===== src/rtl/phys_reg_free_list.sv =====
// Circular free list of physical register numbers for rename, with a committed head
// pointer so a flush hands every speculatively allocated register back out in order.
module phys_reg_free_list #(
   parameter int  NUM_PHYS_REGS = 64,
   parameter int  NUM_ARCH_REGS = 35,
   localparam int LOG_PHYS      = $clog2(NUM_PHYS_REGS)
) (
   input  logic                CLK,
   input  logic                RESET,
   input  logic                Alloc_req_IN,
   output logic                Alloc_valid_OUT,
   output logic [LOG_PHYS-1:0] Alloc_reg_OUT,
   input  logic                Free_IN,
   input  logic [LOG_PHYS-1:0] Free_reg_IN,
   input  logic                Commit_IN,
   input  logic                Flush_IN,
   output logic [LOG_PHYS:0]   Count_OUT,
   output logic                Empty_OUT,
   output logic                Overflow_err_OUT
);

   localparam int              PW        = LOG_PHYS + 1;
   localparam int              FREE_INIT = NUM_PHYS_REGS - NUM_ARCH_REGS;
   localparam logic [PW-1:0]   DEPTH     = PW'(NUM_PHYS_REGS);
   localparam logic [PW-1:0]   INIT_TAIL = PW'(FREE_INIT);

   logic [LOG_PHYS-1:0] mem [NUM_PHYS_REGS];

   logic [PW-1:0] head_reg, head_next;
   logic [PW-1:0] commit_head_reg, commit_head_next;
   logic [PW-1:0] tail_reg, tail_next;
   logic          err_reg, err_next;

   logic [PW-1:0] count;
   logic [PW-1:0] head_after_alloc;
   logic          empty, full;
   logic          alloc_valid, alloc_fire;
   logic          free_ok, commit_ok;

   assign count       = tail_reg - head_reg;
   assign empty       = (count == '0);
   assign full        = (count == DEPTH);
   assign alloc_valid = !empty && !Flush_IN;
   assign alloc_fire  = Alloc_req_IN && alloc_valid;

   // A full list still takes a free when the head slot is vacated in the same cycle.
   assign free_ok     = Free_IN && (!full || alloc_fire);

   // A commit is legal only if some allocation, including this cycle's, is still uncommitted.
   assign head_after_alloc = head_reg + {{(PW-1){1'b0}}, alloc_fire};
   assign commit_ok        = Commit_IN && (commit_head_reg != head_after_alloc);

   always_comb begin
      commit_head_next = commit_head_reg + {{(PW-1){1'b0}}, commit_ok};
      tail_next        = tail_reg + {{(PW-1){1'b0}}, free_ok};
      head_next        = Flush_IN ? commit_head_next : head_after_alloc;
      err_next         = err_reg | (Free_IN && !free_ok) | (Commit_IN && !commit_ok);
   end

   always_ff @(posedge CLK or negedge RESET) begin
      if (!RESET) begin
         head_reg        <= '0;
         commit_head_reg <= '0;
         tail_reg        <= INIT_TAIL;
         err_reg         <= 1'b0;
         for (int i = 0; i < NUM_PHYS_REGS; i++) begin
            mem[i] <= (i < FREE_INIT) ? LOG_PHYS'(NUM_ARCH_REGS + i) : '0;
         end
      end else begin
         head_reg        <= head_next;
         commit_head_reg <= commit_head_next;
         tail_reg        <= tail_next;
         err_reg         <= err_next;
         if (free_ok) begin
            mem[tail_reg[LOG_PHYS-1:0]] <= Free_reg_IN;
         end
      end
   end

   assign Alloc_valid_OUT  = alloc_valid;
   assign Alloc_reg_OUT    = empty ? '0 : mem[head_reg[LOG_PHYS-1:0]];
   assign Count_OUT        = count;
   assign Empty_OUT        = empty;
   assign Overflow_err_OUT = err_reg;

endmodule


===== config.mk =====
export PLATFORM = sky130hd
export DESIGN_NAME = phys_reg_free_list
export DESIGN_NICKNAME = d
export VERILOG_FILES = /design/src/rtl/phys_reg_free_list.sv
export SDC_FILE = /design/constraint.sdc
export NUM_CORES = 1
export LEC_CHECK = 0
export CAP_MARGIN = 20
export CORE_AREA = 8 8 188 190
export CTS_CLUSTER_DIAMETER = 120
export DETAILED_ROUTE_END_ITERATION = 6
export DIE_AREA = 0 0 196 198
export DONT_BUFFER_PORTS = 1
export PLACE_DENSITY = 0.79
export SLEW_MARGIN = 20
export SYNTH_ARGS = -nofsm -noshare
export SYNTH_HDL_FRONTEND = slang
export SYNTH_SLANG_ARGS = --single-unit
export TNS_END_PERCENT = 20

===== constraint.sdc =====
create_clock -name CLK -period 6.2 [get_ports CLK]
set_clock_uncertainty 0.1 [all_clocks]
set_input_delay 1.24 -clock CLK [delete_from_list [all_inputs] [get_ports CLK]]
set_output_delay 1.24 -clock CLK [all_outputs]
set_load 0.02 [all_outputs]

==> results.py <==
metrics = {
    "grt": {
        "grt.total_usage": 0.2436,
        "antenna_found_initial": 0,
        "grt_max_degree": 407,
        "grt_remaining_overflow": 0,
        "grt_pass1_vias": 12489,
        "grt_pass1_wl_um": 73830,
    },
    "sta": {
        "finalSetupViolCount": 0,
        "slew_violations": 0,
        "timing.final.crit_share": 0.8845,
        "worst_slack_ns": 0.7158,
        "fmax_mhz": 182.3,
        "post-route-min-period_ns": 5.484,
        "setup_tns_ns": 0,
        "slew_headroom": 0.2652,
        "hold_violations": 0,
        "grt_setup_unrepaired": "false",
        "tightest_slew_ns": 1.102,
    },
    "layout": {
        "post-route-cell-area_um2": 22220,
        "drive_gt1_frac": 0.5412,
        "diodes": 0,
        "fillerInstances": 2158,
        "largest-register": "mem",
        "syn_to_final_growth_pct": 8.887,
        "largest_register_ffs": 384,
        "stdcell_count": 1779,
        "finish.net_count": 1362,
    },
    "setup_path": {
        "path_cells": "inv_1, ha_1, fa_1, nand2b_1, a21oi_1, xnor2_1, or4_4, nor2_2, buf_4, nor2_1, ha_1, ha_1, nand3_1, xnor2_1, xor2_1, nand4_1, nor4_1, nor2b_1, ha_1, ha_1, nand2_1, nor2_1, xor2_1, o21a_1",
        "required_ns": 6.54,
        "ff2ff_path_depth": 24,
        "crit_arrival_ns": 5.82,
        "slowest_stage": "dfstp_2",
        "path_common_cell": "ha_1",
        "path_class": "reg -> reg",
        "cp-start-kind": "register",
        "critPathCaptureType": "register",
        "cpPeakStageDelay_ns": 0.59,
        "path_max_fanout": 9,
    },
    "die": {
        "fp.dieW_um": 196,
        "start_util": 0.6335,
        "die_h_um": 198,
        "die_area_um2": 38810,
        "core_um2": 32210,
        "ios": 28,
        "fp-row-count": 66,
    },
    "power": {
        "clock_power_share": 0.239,
        "power_density_nw_per_um2": 511.0,
        "p_sw_frac": 0.3565,
        "p_int_w": 0.007305,
        "combinationalPowerShare": 0.389,
        "power_switching_w": 0.004048,
        "p_leak_nw": 9.959,
        "total_power_w": 0.01135,
        "ir_drop_mv": 0.6492,
        "seq_power_share": 0.372,
    },
    "place": {
        "dp_hpwl_um": 28230,
        "place_area_um2": 20710,
        "finalWeightedCongestion": 0.8434,
        "io_buffers": 0,
        "placedCellCount": 1699,
        "dp_slack_ns": 0.7508,
    },
    "status": {
        "outcome": "finished, final reports clean",
    },
    "clock_tree": {
        "cts_tree": "done",
        "cts_made_buffers": 44,
        "clock-sinks": 406,
        "cts_setup_buffers": 0,
        "clk_latency_ns": 0.54,
        "clk_pin_slew_worst_paths_ns": 0.06,
        "cts.path.max_buffers": 3,
        "holdBufCountCts": 0,
        "cts_resized": 0,
        "root_buffer": "clkbuf_16",
        "cts.htree.levels": 2,
    },
    "logic_synthesis": {
        "synth_compound_area_frac": 0.07396,
        "synth_seq_cells": 406,
        "syn-cell-area_um2": 20400,
        "yosysTopAreaCellShare": 0.3618,
        "synthMuxAreaShare": 0.3402,
        "ys_async_sr_fraction": 1.000,
        "yosysSeqAreaShare": 0.5048,
        "synth_cell_types": 54,
        "post_synth_xor_area_fraction": 0.01116,
        "synth_top_area_cell": "dfrtp_1",
        "yosysWarnings": 0,
        "synth_top_family_by_area": "multiplexers",
        "syn_inst": 1360,
        "syn_area_per_cell_um2": 15.00,
        "synth-simple-area-share": 0.03864,
        "synthTopCellsByArea": "dfrtp_1 36%, mux2_2 18%, dfstp_2 14%, mux4_2 9.5%, mux2_4 3.5%",
        "synthAdderAreaFrac": 0.008340,
        "synth_nets": 1385,
        "synth_enable_flop_cells": 0,
        "synth_top_flop_cell": "dfrtp_1",
    },
    "run": {
        "maxCapViolations": 0,
    },
    "route": {
        "viasPerCell": 6.695,
        "num_vias": 11911,
        "drt-initial-drc-count": 926,
        "drtAntennaViolNets": 0,
        "drt_first_pass_iters": 6,
        "avgRoutedWirePerCell_um": 26.08,
        "wirelength_um": 46390,
        "drc": 0,
    },
    "min_path": {
        "hp-class": "in -> async",
    },
}
cell usage in the layout (no fill, tap or decap), drive strengths merged, types with 7 or more instances in the layout:
| cell | instances |
|---|---|
| xnor2 | 15 |
| o22ai | 10 |
| o21ai | 50 |
| dfrtp | 295 |
| clkbuf | 68 |
| nor2b | 9 |
| nor3 | 15 |
| buf | 22 |
| ha | 12 |
| nand2 | 23 |
| mux4 | 86 |
| nand3 | 29 |
| inv | 15 |
| a221oi | 8 |
| clkinv | 7 |
| dfstp | 111 |
| mux2 | 400 |
| o211ai | 17 |
| a22oi | 12 |
| nor2 | 66 |
| mux2i | 32 |
| xor2 | 11 |
metrics by stage:
step,util,hold slack (ns)
floorplan,-,0.3585
global placement,0.6428,0.3691
detailed placement,0.6430,0.3752
CTS,0.6898,0.2882
global route,0.6898,0.2728
finish,0.6898,0.2926
cell type report:
class                   instances  area (um2)  share of cell area
inverters                      15       56.30            0.002534
multi-input cells             848        9648              0.4343
clock inverters                12       185.2            0.008336
flip-flops and latches        406       10300              0.4639
repair buffers                 22       187.7            0.008448
well taps                     408       510.5             0.02298
clock buffers                  68        1323             0.05953
final timing paths:
check	from	to	slack, ns
max	tail_reg[0]$_DFF_PN1_	head_reg[6]$_DFF_PN0_	0.72
min	RESET	mem[153]$_DFFE_PN0P_	0.29
max reg2reg	tail_reg[0]$_DFF_PN1_	head_reg[6]$_DFF_PN0_	0.72
min reg2reg	mem[170]$_DFFE_PN0P_	mem[170]$_DFFE_PN0P_	0.39
max in group asynchronous	RESET	mem[247]$_DFFE_PN0P_	5.03
min in group CLK	mem[170]$_DFFE_PN0P_	mem[170]$_DFFE_PN0P_	0.39
power by group through the flow:
stage | logic [W] | clock network [W] | registers, W
after floorplan | 0.00343 | 0 | 0.00404
after global placement | 0.00429 | 0 | 0.00419
after detailed placement | 0.00438 | 0 | 0.00424
after CTS | 0.00440 | 0.00274 | 0.00421
after global routing | 0.00465 | 0.00285 | 0.00432
final | 0.00442 | 0.00271 | 0.00422
cell usage after synthesis, types with 4 or more instances:
| library cell | count |
|---|---|
| clkbuf_1 | 58 |
| or3_1 | 5 |
| or4_1 | 4 |
| buf_2 | 10 |
| a21oi_1 | 6 |
| nand3_1 | 29 |
| mux2_4 | 48 |
| a211oi_2 | 4 |
| nand4_1 | 4 |
| o21ai_4 | 42 |
| o211ai_4 | 16 |
| mux2_1 | 18 |
| buf_4 | 4 |
| o22ai_1 | 10 |
| buf_1 | 14 |
| dfrtp_1 | 295 |
| a221oi_1 | 8 |
| nor2_1 | 65 |
| dfstp_2 | 111 |
| ha_1 | 12 |
| a31oi_1 | 6 |
| mux2_2 | 334 |
| nor2b_1 | 9 |
| mux2i_1 | 32 |
| nand2_1 | 23 |
| mux4_2 | 86 |
| xnor2_1 | 15 |
| xor2_1 | 11 |
| nor3_1 | 15 |
| a22oi_1 | 12 |
| o21ai_0 | 8 |
| nand2b_1 | 4 |
| inv_1 | 13 |
| buf_6 | 4 |
logic make-up (layout without fill, tap and decap cells):
| logic type | Yosys count | after routing |
|---|---|---|
| xor+xnor | 26 | 26 |
| buf+inv | 106 | 117 |
| mux | 518 | 518 |
| flops | 406 | 406 |
| fa+ha+maj | 13 | 13 |
| simple gates | 168 | 168 |
| compound gates | 123 | 123 |
worst max-delay path: cells and delay by family (launching register included):
family	cells	cell delay [ns]
xor+xnor	4	0.75
compound gates	2	0.33
simple gates	10	1.81
buf+inv	2	0.33
flops	1	0.59
fa+ha+maj	6	1.50
metal layers:
metal / global-route usage / up-vias / share of wire / wire length (um)
met5: 0 / - / 0 / 0
met4: 0.07552 / 0 / 0.030 / 1371
met3: 0.03905 / 104 / 0.063 / 2900
met2: 0.3945 / 415 / 0.48 / 22430
met1: 0.3375 / 6363 / 0.42 / 19690
li1: - / 5029 / - / -
No activity file was read; power rests on OpenSTA's default activity.
